[src/rtl/sobel_line_feeder.sv]
// Raster-to-column feeder for the Sobel 3x3 window: two circular line buffers supply the
// rows above each pixel. Optional zero flush tail is enabled by SOBEL_FEEDER_FLUSH_EN.
module sobel_line_feeder #(
   parameter int unsigned ROWS = 5,
   parameter int unsigned COLS = 6
`ifdef SOBEL_FEEDER_FLUSH_EN
   ,
   parameter int unsigned FLUSH_LEN = COLS + 1
`endif
) (
   input  logic       clk,
   input  logic       rst,
   input  logic [7:0] pix_i,
   input  logic       valid_i,
   output logic       ready_o,
   output logic [7:0] d0_o,
   output logic [7:0] d1_o,
   output logic [7:0] d2_o,
   output logic       done_o,
   output logic       sof_o,
   output logic       eof_o
);

   localparam int unsigned ColW = (COLS > 1) ? $clog2(COLS) : 1;
   localparam int unsigned RowW = (ROWS > 1) ? $clog2(ROWS) : 1;

   typedef enum logic [1:0] {StIdle, StRun, StFlush} state_e;

   state_e            state_q;
   logic [ColW-1:0]   col_q;
   logic [RowW-1:0]   row_q;
   logic [7:0]        d0_q, d1_q, d2_q;
   logic              done_q, sof_q, eof_q;
   logic [7:0]        lb1 [COLS];
   logic [7:0]        lb2 [COLS];

   logic              in_flush;
   logic              accept;
   logic              beat;
   logic [7:0]        beat_pix;
   logic              col_last;
   logic              row_last;

`ifdef SOBEL_FEEDER_FLUSH_EN
   localparam int unsigned FlushW = $clog2(FLUSH_LEN + 1);

   logic              ready_q;
   logic [FlushW-1:0] flush_cnt_q;
   logic              flush_last;

   assign ready_o    = ready_q;
   assign flush_last = (flush_cnt_q == FlushW'(FLUSH_LEN - 1));
`else
   assign ready_o    = 1'b1;
`endif

   always_comb begin
      in_flush = 1'b0;
`ifdef SOBEL_FEEDER_FLUSH_EN
      in_flush = (state_q == StFlush);
`endif
      accept   = valid_i && ready_o && !in_flush;
      beat     = accept || in_flush;
      beat_pix = in_flush ? 8'd0 : pix_i;
      col_last = (col_q == ColW'(COLS - 1));
      row_last = (row_q == RowW'(ROWS - 1));
   end

   // Line buffers hold no reset; stale contents are hidden by the row masks.
   always_ff @(posedge clk) begin
      if (beat) begin
         lb2[col_q] <= lb1[col_q];
         lb1[col_q] <= beat_pix;
      end
   end

   always_ff @(posedge clk) begin
      if (rst) begin
         state_q     <= StIdle;
         col_q       <= '0;
         row_q       <= '0;
         d0_q        <= 8'd0;
         d1_q        <= 8'd0;
         d2_q        <= 8'd0;
         done_q      <= 1'b0;
         sof_q       <= 1'b0;
         eof_q       <= 1'b0;
`ifdef SOBEL_FEEDER_FLUSH_EN
         ready_q     <= 1'b1;
         flush_cnt_q <= '0;
`endif
      end else begin
         done_q <= beat;
         sof_q  <= 1'b0;
         eof_q  <= 1'b0;

         if (beat) begin
            d0_q  <= beat_pix;
            d1_q  <= (row_q == '0 && !in_flush) ? 8'd0 : lb1[col_q];
            d2_q  <= (row_q <= RowW'(1) && !in_flush) ? 8'd0 : lb2[col_q];
            col_q <= col_last ? '0 : col_q + ColW'(1);
         end

         if (accept) begin
            if (state_q == StIdle) begin
               sof_q <= 1'b1;
            end
            state_q <= StRun;
            if (col_last) begin
               row_q <= row_last ? '0 : row_q + RowW'(1);
               if (row_last) begin
`ifdef SOBEL_FEEDER_FLUSH_EN
                  state_q     <= StFlush;
                  ready_q     <= 1'b0;
                  flush_cnt_q <= '0;
`else
                  eof_q       <= 1'b1;
                  state_q     <= StIdle;
`endif
               end
            end
         end

`ifdef SOBEL_FEEDER_FLUSH_EN
         // Flush beats ignore valid_i; the last one closes the frame.
         if (in_flush) begin
            flush_cnt_q <= flush_cnt_q + FlushW'(1);
            if (flush_last) begin
               eof_q   <= 1'b1;
               row_q   <= '0;
               col_q   <= '0;
               state_q <= StIdle;
               ready_q <= 1'b1;
            end
         end
`endif
      end
   end

   assign d0_o   = d0_q;
   assign d1_o   = d1_q;
   assign d2_o   = d2_q;
   assign done_o = done_q;
   assign sof_o  = sof_q;
   assign eof_o  = eof_q;

endmodule

[config.mk]
export PLATFORM = sky130hd
export DESIGN_NAME = sobel_line_feeder
export DESIGN_NICKNAME = d
export VERILOG_FILES = /design/src/rtl/sobel_line_feeder.sv
export SDC_FILE = /design/constraint.sdc
export NUM_CORES = 1
export LEC_CHECK = 0
export ABC_AREA = 1
export CAP_MARGIN = 10
export CORE_UTILIZATION = 52
export CTS_BUF_LIST = sky130_fd_sc_hd__clkbuf_16
export DETAILED_ROUTE_END_ITERATION = 7
export GPL_ROUTABILITY_DRIVEN = 0
export PLACE_DENSITY = 0.75
export REMOVE_ABC_BUFFERS = 1
export SYNTH_ARGS = -nofsm -noshare
export SYNTH_HDL_FRONTEND = slang
export SYNTH_SLANG_ARGS = --single-unit
[constraint.sdc]
create_clock -name clk -period 1.76 [get_ports clk]
set_input_delay 0.352 -clock clk [delete_from_list [all_inputs] [get_ports clk]]
set_output_delay 0.352 -clock clk [all_outputs]
set_load 0.03 [all_outputs]
==> results of run 1 <==
-- worst max-delay path: cells and delay by family, from the launching register on --
kind	cells	cell delay, ns
buf+inv	2	0.47
simple gates	3	0.26
flops	1	0.46
compound gates	1	0.22
-- area by class of cell --
type	instances	area share (%)
Sequential cell	133	56.8
Multi-Input combinational cell	304	21.1
Timing Repair Buffer	69	10.2
Clock buffer	18	7.06
Tap cell	133	2.61
Clock inverter	14	1.26
Inverter	13	0.883
-- metrics by stage --
| stage | setup slack (ns) | TNS [ns] | cell area, um2 |
|---|---|---|---|
| 5_1_grt | 0.138 | 0 | 6380 |
| 2_1_floorplan | -0.153 | -11.92 | 5030 |
| 6_report | 0.212 | 0 | 6380 |
| 3_3_place_gp | -0.100 | -6.19 | 5850 |
| 4_1_cts | 0.00101 | 0 | 6360 |
| 3_5_place_dp | -0.0960 | -6.37 | 5850 |
-- layout by cell type, fill, tap and decap left out, drive strengths merged, types with 3 or more instances in the layout --
cell,n
a21boi,8
a21oi,31
buf,32
clkbuf,18
clkdlybuf4s50,10
clkinv,4
dfxtp,37
dlygate4sd2,20
dlymetal6s2s,7
edfxtp,96
ha,3
inv,22
nand2,159
nand3,53
nor2,36
o21ai,8
-- worst paths after layout --
path	endpoint	cells past startpoint	from
min reg2reg	sof_o$_SDFF_PP0_	1	state_q[0]$_SDFFE_PP0P_
min	sof_o$_SDFF_PP0_	1	state_q[0]$_SDFFE_PP0P_
max reg2reg	lb2[4][4]$_DFFE_PP_	6	flip-flop
max	lb2[4][4]$_DFFE_PP_	6	flip-flop
-- sequential cells by signal, indices dropped and copies added (netlist names), named ones only --
name and flops:
col_q 3, d0_o 8, d1_o 8, d2_o 8, done_o 1, eof_o 1
lb1 48, lb2 48, row_q 3, sof_o 1, state_q 1
-- power groups by stage --
stage	logic [mW]	registers (mW)	clock network, mW
global route	0.560	3.52	3.32
CTS	0.511	3.51	3.17
detailed placement	0.515	3.57	0
finish	0.508	3.51	3.14
global placement	0.501	3.57	0
floorplan	0.220	3.62	0
-- logic make-up (layout without fill, tap and decap cells) --
logic type	count (synthesis)	count (layout)	synth area share (%)
AO/OA/AOI/OAI	49	49	5.25
XOR/XNOR	1	1	0.168
adder cells (fa/ha/maj)	3	3	0.720
buffers and inverters	39	114	4.72
flip-flops	133	133	69.4
other	1	1	0.0719
AND/OR/NAND/NOR	250	250	19.6
-- what timing repair did --
item	in CTS	in global routing
endpoints found under the setup margin	20	7
hold endpoints to repair	0	0
resized for setup	20	7
-- layer usage --
metal	track usage, %	vias to the layer above
met5	0	-
met4	8.79	0
met3	6.43	14
met2	36.8	101
met1	28.6	1690
li1	-	1738
==> metrics.txt, run 1 <==
Clock Pin Slew Worst Setup and Hold Paths 0.05 ns; via count 3543; # hold bufs at CTS 0; met1 wire length 4590 um; worst hold margin 0.430 ns; initial antenna violation count 0; Arrival @ worst endpoint 1.82 ns; total track usage 22.6%; # DRC 0; placed cell count 652; Peak VDD IR 747 uV; DR top layer met4; Internal 5.62 mW; filler cell count 778; most common cell in the synthesized netlist nand2_1; status finished, final reports clean; Switching Power 1.55 mW; largest area contributor in the netlist edfxtp_1; top cells by area, synth edfxtp_1 (55%), dfxtp_1 (14%), nand2_1 (11%); final wirelength 10600 um; worst-skew pair later-pin latency 0.41 ns; Vias/cell 5.18; final count of negative-setup-slack endpoints 0; register area share after synthesis 69.4%; skew final 0.00942 ns; critical path endpoint category flip-flop; width of the die 102 um; Initial Util 53.6%; DR WL met2 5370 um; synth warn 0; number of global-route vias before repair 3310; HPWL Detailed 6940 um; Async SR Flop Fraction 0%; mean area per synthesized cell 11.0 um2; RSZ-0062 raised after global routing false; htree depth 4; ANT cells 0; nets@finish 552; r2r setup slk 0.21 ns; Tightest Pin Transition 0.592 ns; final period utilization 88.0%; Yosys top cell area share 55.3%; cell area after synthesis 5220 um2; Area Overhead vs Synth 22.2%; Synth top cells by count nand2_1 (158), edfxtp_1 (96), nand3_1 (52); Post-Layout Cell Count 684; Die Y 102 um; Cell variety after synth 27; fraction of layout cells with a size suffix above 1 11.4%; Finished Core Util 65.5%; TritonRoute pass-1 iters 5; DR WL met3 527 um; kind of critical path flip-flop to flip-flop; switch share 21.6%; Seq pwr share 49.0%; relative slew slack 60.5%; max-cap violations 0; # IOs 39; top_reg_cell synth edfxtp_1; pin count of the biggest net entering global routing 41; logic gate share of total power 7.1%; EDFF count, synth 96; FF+latch count, synth 133; clock power share 43.9%; Rows 36; CP Max Fanout 17; root buffer cell clkbuf_16; Post-CTS Setup Inserts 0; detailed router's first-iteration violation count 208; IO Port Bufs 37; Core ar. 9730 um2; CP max stage cell dfxtp_1; post-synthesis cell count 476; Fin. Hold Viols 0; antenna-violating nets left 0; max-slew violation count 0; HP Class flip-flop to flip-flop; worst endpoint required time 2.03 ns; P per Cell Area 1120 nW/um2; Slowest Stage Delay on Critical Path 0.46 ns; area taken by multi-input logic gates 1350 um2; TritonCTS sink count 133; Die ar. 10400 um2; Tmin final 1.55 ns; crit path launch type flip-flop; Max Fclk 0.646 GHz; CTS Buf Count 17; Longest Clk Path Bufs 2; first-pass GRT wire length 16700 um; Register Area 3620 um2; CTS tree done; grt total ovfl 0; DR WL/cell 15.5 um; worst path cell trace buf_4, nand2_1, nand3_1, nand2_1, a21boi_0, buf_4; Tot Pwr 7.16 mW; P_leak 2.64 nW
Note: power is estimated with default switching activity, not from simulation.
==> run 2, diff against run 1 <==
--- a/config.mk
+++ b/config.mk
@@ -7,12 +7,13 @@
 export LEC_CHECK = 0
 export ABC_AREA = 1
 export CAP_MARGIN = 10
-export CORE_UTILIZATION = 52
+export CORE_UTILIZATION = 58
 export CTS_BUF_LIST = sky130_fd_sc_hd__clkbuf_16
 export DETAILED_ROUTE_END_ITERATION = 7
 export GPL_ROUTABILITY_DRIVEN = 0
-export PLACE_DENSITY = 0.75
+export PLACE_DENSITY = 0.79
 export REMOVE_ABC_BUFFERS = 1
+export SLEW_MARGIN = 20
 export SYNTH_ARGS = -nofsm -noshare
 export SYNTH_HDL_FRONTEND = slang
 export SYNTH_SLANG_ARGS = --single-unit
==> constraint.sdc (replaced) <==
create_clock -name clk -period 1.6 [get_ports clk]
set_input_delay 0.32 -clock clk [delete_from_list [all_inputs] [get_ports clk]]
set_output_delay 0.32 -clock clk [all_outputs]
set_load 0.03 [all_outputs]
==> run 2 against run 1 <==
- register-to-register slack worse by 0.18 ns
- via count up 7.5%
- maximum frequency down 0.97%
- clock skew down 0.0034 ns
- worst hold slack better by 0.022 ns
- critical path depth up 1
- final cell count down 2.8%
- critical path type unchanged
- critical endpoint unchanged
- largest power group is now the clock network
- highest routed layer unchanged
==> metrics.txt, run 2 (synthesized netlist as in run 1, its figures left out) <==
critical path endpoint category flip-flop; final period utilization 97.7% (+9.7 points); most common cell after layout, fill and taps aside nand2_1; nets@finish 558 (+1.1%); HPWL Detailed 7430 um (+7.1%); Clock Pin Slew Worst Setup and Hold Paths 0.06 ns (about the same); max-cap violations 0 (unchanged); final count of negative-setup-slack endpoints 0 (unchanged); crit path to lb2[4][4]$_DFFE_PP_; worst endpoint required time 1.87 ns (-0.16 ns); Arrival @ worst endpoint 1.83 ns (about the same); # DRC 0 (unchanged); worst r2r dst lb2[4][4]$_DFFE_PP_; skew final 0.00604 ns (-0.00338 ns); Tmin final 1.56 ns (+0.0152 ns); width of the die 96.8 um (-5.2%); htree depth 4 (unchanged); Vias/cell 5.73 (+11%); number of global-route vias before repair 3879 (+17%); TritonRoute pass-1 iters 6 (+1); detailed router's first-iteration violation count 434 (+110%); total track usage 27.8% (+5.3 points); CTS Buf Count 17 (unchanged); via count 3810 (+7.5%); P per Cell Area 1310 nW/um2 (+17%); Area Overhead vs Synth 24.5%; # IOs 39 (unchanged); aggregate negative setup slack 0 ns (unchanged); crit path launch type flip-flop; Core ar. 8720 um2 (-10%); initial antenna violation count 0 (unchanged); grt total ovfl 0 (unchanged); Max Fclk 0.640 GHz (-0.97%); DR WL/cell 18.8 um (+21%); top flop regs lb1 x48, lb2 x48; first-pass GRT wire length 19500 um (+17%); CTS tree done; worst r2r path cells 7 (+1); antenna-violating nets left 0 (unchanged); status finished, final reports clean; fraction of layout cells with a size suffix above 1 14.4% (+2.9 points); max-slew violation count 0 (unchanged); root buffer cell clkbuf_16; # hold bufs at CTS 0 (unchanged); Rows 34 (-5.6%); IO Port Bufs 37 (unchanged); HP Class flip-flop to flip-flop; ANT cells 0 (unchanged); kind of critical path flip-flop to flip-flop; Die Y 96.8 um (-5.2%); CP Max Fanout 40 (+23); Peak VDD IR 835 uV (+12%); P_leak 2.59 nW (-1.7%); Fin. Hold Viols 0 (unchanged); pin count of the biggest net entering global routing 41 (unchanged); Initial Util 59.8% (+6.2 points); Die ar. 9380 um2 (-10%); final wirelength 12500 um (+17%); Tot Pwr 8.51 mW (+19%); Longest Clk Path Bufs 2 (unchanged); TritonCTS sink count 133 (unchanged); r2r setup slk 0.04 ns (-0.18 ns); commonest non-fill, non-tap cells in the layout nand2_1 (158), edfxtp_1 (96), nand3_1 (52); worst-skew pair later-pin latency 0.41 ns (about the same)
-- run 2: cell count changes in the layout (fill, tap and decap cells not counted), moves of 4 or more --
cell,delta
inv_6,+5
clkinvlp_4,+4
buf_4,+4
dlygate4sd2_1,+7
dlymetal6s2s_1,-7
inv_1,-7
-- run 2: through the flow --
step	worst slack [ns]	instances	util (%)	hold WS [ns]	area, um2
after detailed placement	-0.274	626	66.8	0.438	5830
after floorplan	-0.313	450	-	0.389	5030
after CTS	0.0409	658	73.5	0.448	6410
after global placement	-0.190	626	66.8	0.430	5830
after global routing	-0.00297	665	74.5	0.477	6500
final	0.0366	665	74.5	0.451	6500
-- run 2: worst min path at each step --
stage	from	to	slack, ns	cells past startpoint
4_1_cts	state_q[0]$_SDFFE_PP0P_	sof_o$_SDFF_PP0_	0.45	1
6_report	state_q[0]$_SDFFE_PP0P_	sof_o$_SDFF_PP0_	0.45	1
5_1_grt	d2_o[1]$_SDFFE_PP0P_	d2_o[1]$_SDFFE_PP0P_	0.48	2
3_3_place_gp	state_q[0]$_SDFFE_PP0P_	sof_o$_SDFF_PP0_	0.43	1
2_1_floorplan	rst	d1_o[0]$_SDFFE_PP0P_	0.39	1
3_5_place_dp	state_q[0]$_SDFFE_PP0P_	sof_o$_SDFF_PP0_	0.44	1
-- run 2: what timing repair did --
item                       in CTS  in global routing
resized for setup              29                  6
gates cloned                    0                  1
buffers inserted                0                  6
setup endpoints to repair      39                 36
pin swaps                       0                  0
-- run 2: where the power goes --
group	internal (mW)	switching, mW
registers	3.82	0.0373
clock network	2.49	1.53
logic	0.220	0.411
total	6.53	1.98
-- run 2: layout make-up --
type	count	area (um2)
clock buffer	17	425
clock inverter	15	191
fill	543	2220
inverter	13	67.6
multi-input combinational	304	1350
sequential	133	3630
tap	108	135
timing repair buffer	75	702
-- run 2: critical path, cell delays in order, from the launching register on --
cell      delay [ns]
dfxtp_4         0.37
buf_12          0.16
inv_12          0.14
nand2_1         0.08
nand3_1         0.09
nand2_1         0.09
a21boi_0        0.24
buf_4           0.20
-- run 2: per-layer routing --
| layer | vias up | routed length, um | global-route usage [%] |
|---|---|---|---|
| met1 | 1814 | 4490 | 31.7 |
| met4 | 0 | 404 | 15.3 |
| met5 | - | 0 | 0 |
| met2 | 213 | 6590 | 48.6 |
| met3 | 37 | 999 | 6.07 |
| li1 | 1746 | - | - |
==> RTL change (config.mk and constraints of run 2) <==
Build with the macro `SOBEL_FEEDER_FLUSH_EN` defined.
--- a/src/rtl/sobel_line_feeder.sv
+++ b/src/rtl/sobel_line_feeder.sv
@@ -1,4 +1,6 @@
 // Raster-to-column feeder for the Sobel 3x3 window: two circular line buffers supply the
 // rows above each pixel. Optional zero flush tail is enabled by SOBEL_FEEDER_FLUSH_EN.
+`define SOBEL_FEEDER_FLUSH_EN
+
 module sobel_line_feeder #(
    parameter int unsigned ROWS = 5,
Function: no difference found for any inputs over 10 cycles, from zero or initial values and one cycle with rst high; that may be too few to reach the edited logic, so the function may still have changed.
==> RTL change against run 2 <==
Area after synthesis increased by 7.6%. Power decreased by 0.20%. Via count increased by 6.4%. Routed wire length increased by 0.93%. Sequential cell count increased by 2. Non-clock buffer count unchanged. Cell area increased by 6.0%. Cell count increased by 14%. Clock skew about the same. Worst setup slack improved by 0.073 ns. Largest cell class unchanged.
==> RTL change: results (changes against run 2) <==
Synthesis:
- By area the synthesized netlist is led by edfxtp_1 (51%), dfxtp_1 (14%), nand2_1 (12%).
- The prevailing post-synth register cell is edfxtp_1.
- The proportion of synthesized chip area in sequential cells was 65.3% (-4.2 points).
- The count of unique library cells instantiated by Yosys is 31 (+15%).
- The fraction of registers with async set or reset after synthesis is 0% (unchanged).
- The number of enable-type register cells in the synthesized netlist was 96 (unchanged).
- By count the netlist is led by nand2_1 (184), edfxtp_1 (96), inv_1 (43), nand3_1 (43), dfxtp_1 (39).

Worst hold path:
- The number of stages on the worst hold path is 2 (+1).

Pwr:
- The switching power share of the total was 22.4% (-0.84 points).
- The worst-case vdd ir drop is 0.782 mV (-6.4%).
- The static power due to leakage is 0.00291 uW (+12%).

Global route:
- The via count of the first global-routing pass is 4,056 (+4.6%).
- The maximum number of pins on one net before global-route repair is 38 (-7.3%).
- The overall routing resource usage came to 27.8% (-0.055 points).
- The global-route wire length before repair was 20,300 um (+4.0%).

Routing:
- The number of detailed-routing iterations run before antenna repair is 5 (-1).
- The DRC violation total after the first TritonRoute iteration is 247 (-43%).
- The wire length on met2 was 6540 um (-0.74%).
- The detailed-route vias per instance was 5.36 (-6.4%).
- The routed wire length per instance is 16.7 um (-11%).
- The met3 wire length came to 688 um (-31%).
- The highest metal layer with signal wires is met4.
- The routed metal-1 wire length is 4930 um (+9.9%).

Setup path:
- The highest cell delay on the worst timing path is 0.41 ns (+0.04 ns).
- The depth of the worst register-to-register path is 5 (-2).
- The biggest fanout along the worst timing path is 3 (-93%).
- The register-to-register setup slack is 0.12 ns (+0.08 ns).
- The critical path's slowest cell is dlygate4sd2_1.
- Grouping stages by cell kind, the critical path spends the most delay in buffers and inverters.
- The worst path arrival time came to 1.17 ns (-0.66 ns).

Placement:
- The half-perimeter wire length after detailed placement is 8530 um (+15%).
- The count of input and output buffers came to 38 (+2.7%).

Layout:
- The number of nets in the layout is 630 (+13%).
- The ratio of cells with drive above 1 in the final layout came to 16.1% (+1.7 points).

Clocking:
- The number of buffers created by CTS is 17 (unchanged).
- The insertion delay of the later-clocked pin in the worst-skew pair is 0.42 ns.

Outcome:
- The flow ran to the end, and the final reports show no timing, DRC or antenna violations.

STA:
- The worst setup skew after layout came to 0.00562 ns (-0.000422 ns).
-- RTL change: cell type report --
class                      instances  area [um^2]
clock buffer                      18          450
clock inverter                    14          155
fill                             608         2440
inverter                          48          183
multi-input combinational        337         1600
sequential                       135         3660
tap                              129          161
timing repair buffer              75          673
-- RTL change: path summary, 6_finish.rpt --
check | start | end
setup reg to reg | state_q[1] | lb1[3][5]
hold reg to reg | d0_o[0] | d0_o[0]
hold / removal | d0_o[0] | d0_o[0]
setup / recovery | ready_o | ready_o
-- RTL change: logic make-up (layout without fill, tap and decap cells) --
family,count (synthesis),after routing,share of synthesized area (%)
and+or+nand+nor,291,291,23.1
DFF,135,135,65.3
buffers and inverters,71,155,6.20
AOI/OAI and AO/OA,39,39,3.99
adders and majority gates,5,5,1.11
xor gates and xnor gates,2,2,0.312
-- RTL change: what timing repair did --
action                                  CTS  global route
hold buffers                              0             0
resized for setup                        28             0
endpoints found under the setup margin   28             0
-- RTL change: power groups by stage --
stage / combinational [uW] / clock, uW / sequential [uW]
after floorplan: 285 / 0 / 4010
after global placement: 584 / 0 / 3970
after detailed placement: 602 / 0 / 3970
after CTS: 601 / 4010 / 3900
after global routing: 655 / 4180 / 3910
final: 601 / 3990 / 3900
-- RTL change: metal layers --
metal  global-route usage (%)  vias up
met5                        0        -
met3                     5.57       45
met1                     33.1     1932
li1                         -     1920
met2                     47.6      158
met4                     15.1        0
-- RTL change: through the flow --
stage                     instances  setup slack, ns  hold slack, ns  power [uW]  cell area (um^2)
after floorplan                 520           -0.917           0.382        4300              5450
after global placement          724           -0.164           0.448        4550              6320
after detailed placement        724           -0.186           0.453        4580              6320
after CTS                       756            0.102           0.460        8510              6890
after global routing            756          0.00429           0.477        8740              6890
final                           756            0.110           0.455        8490              6890
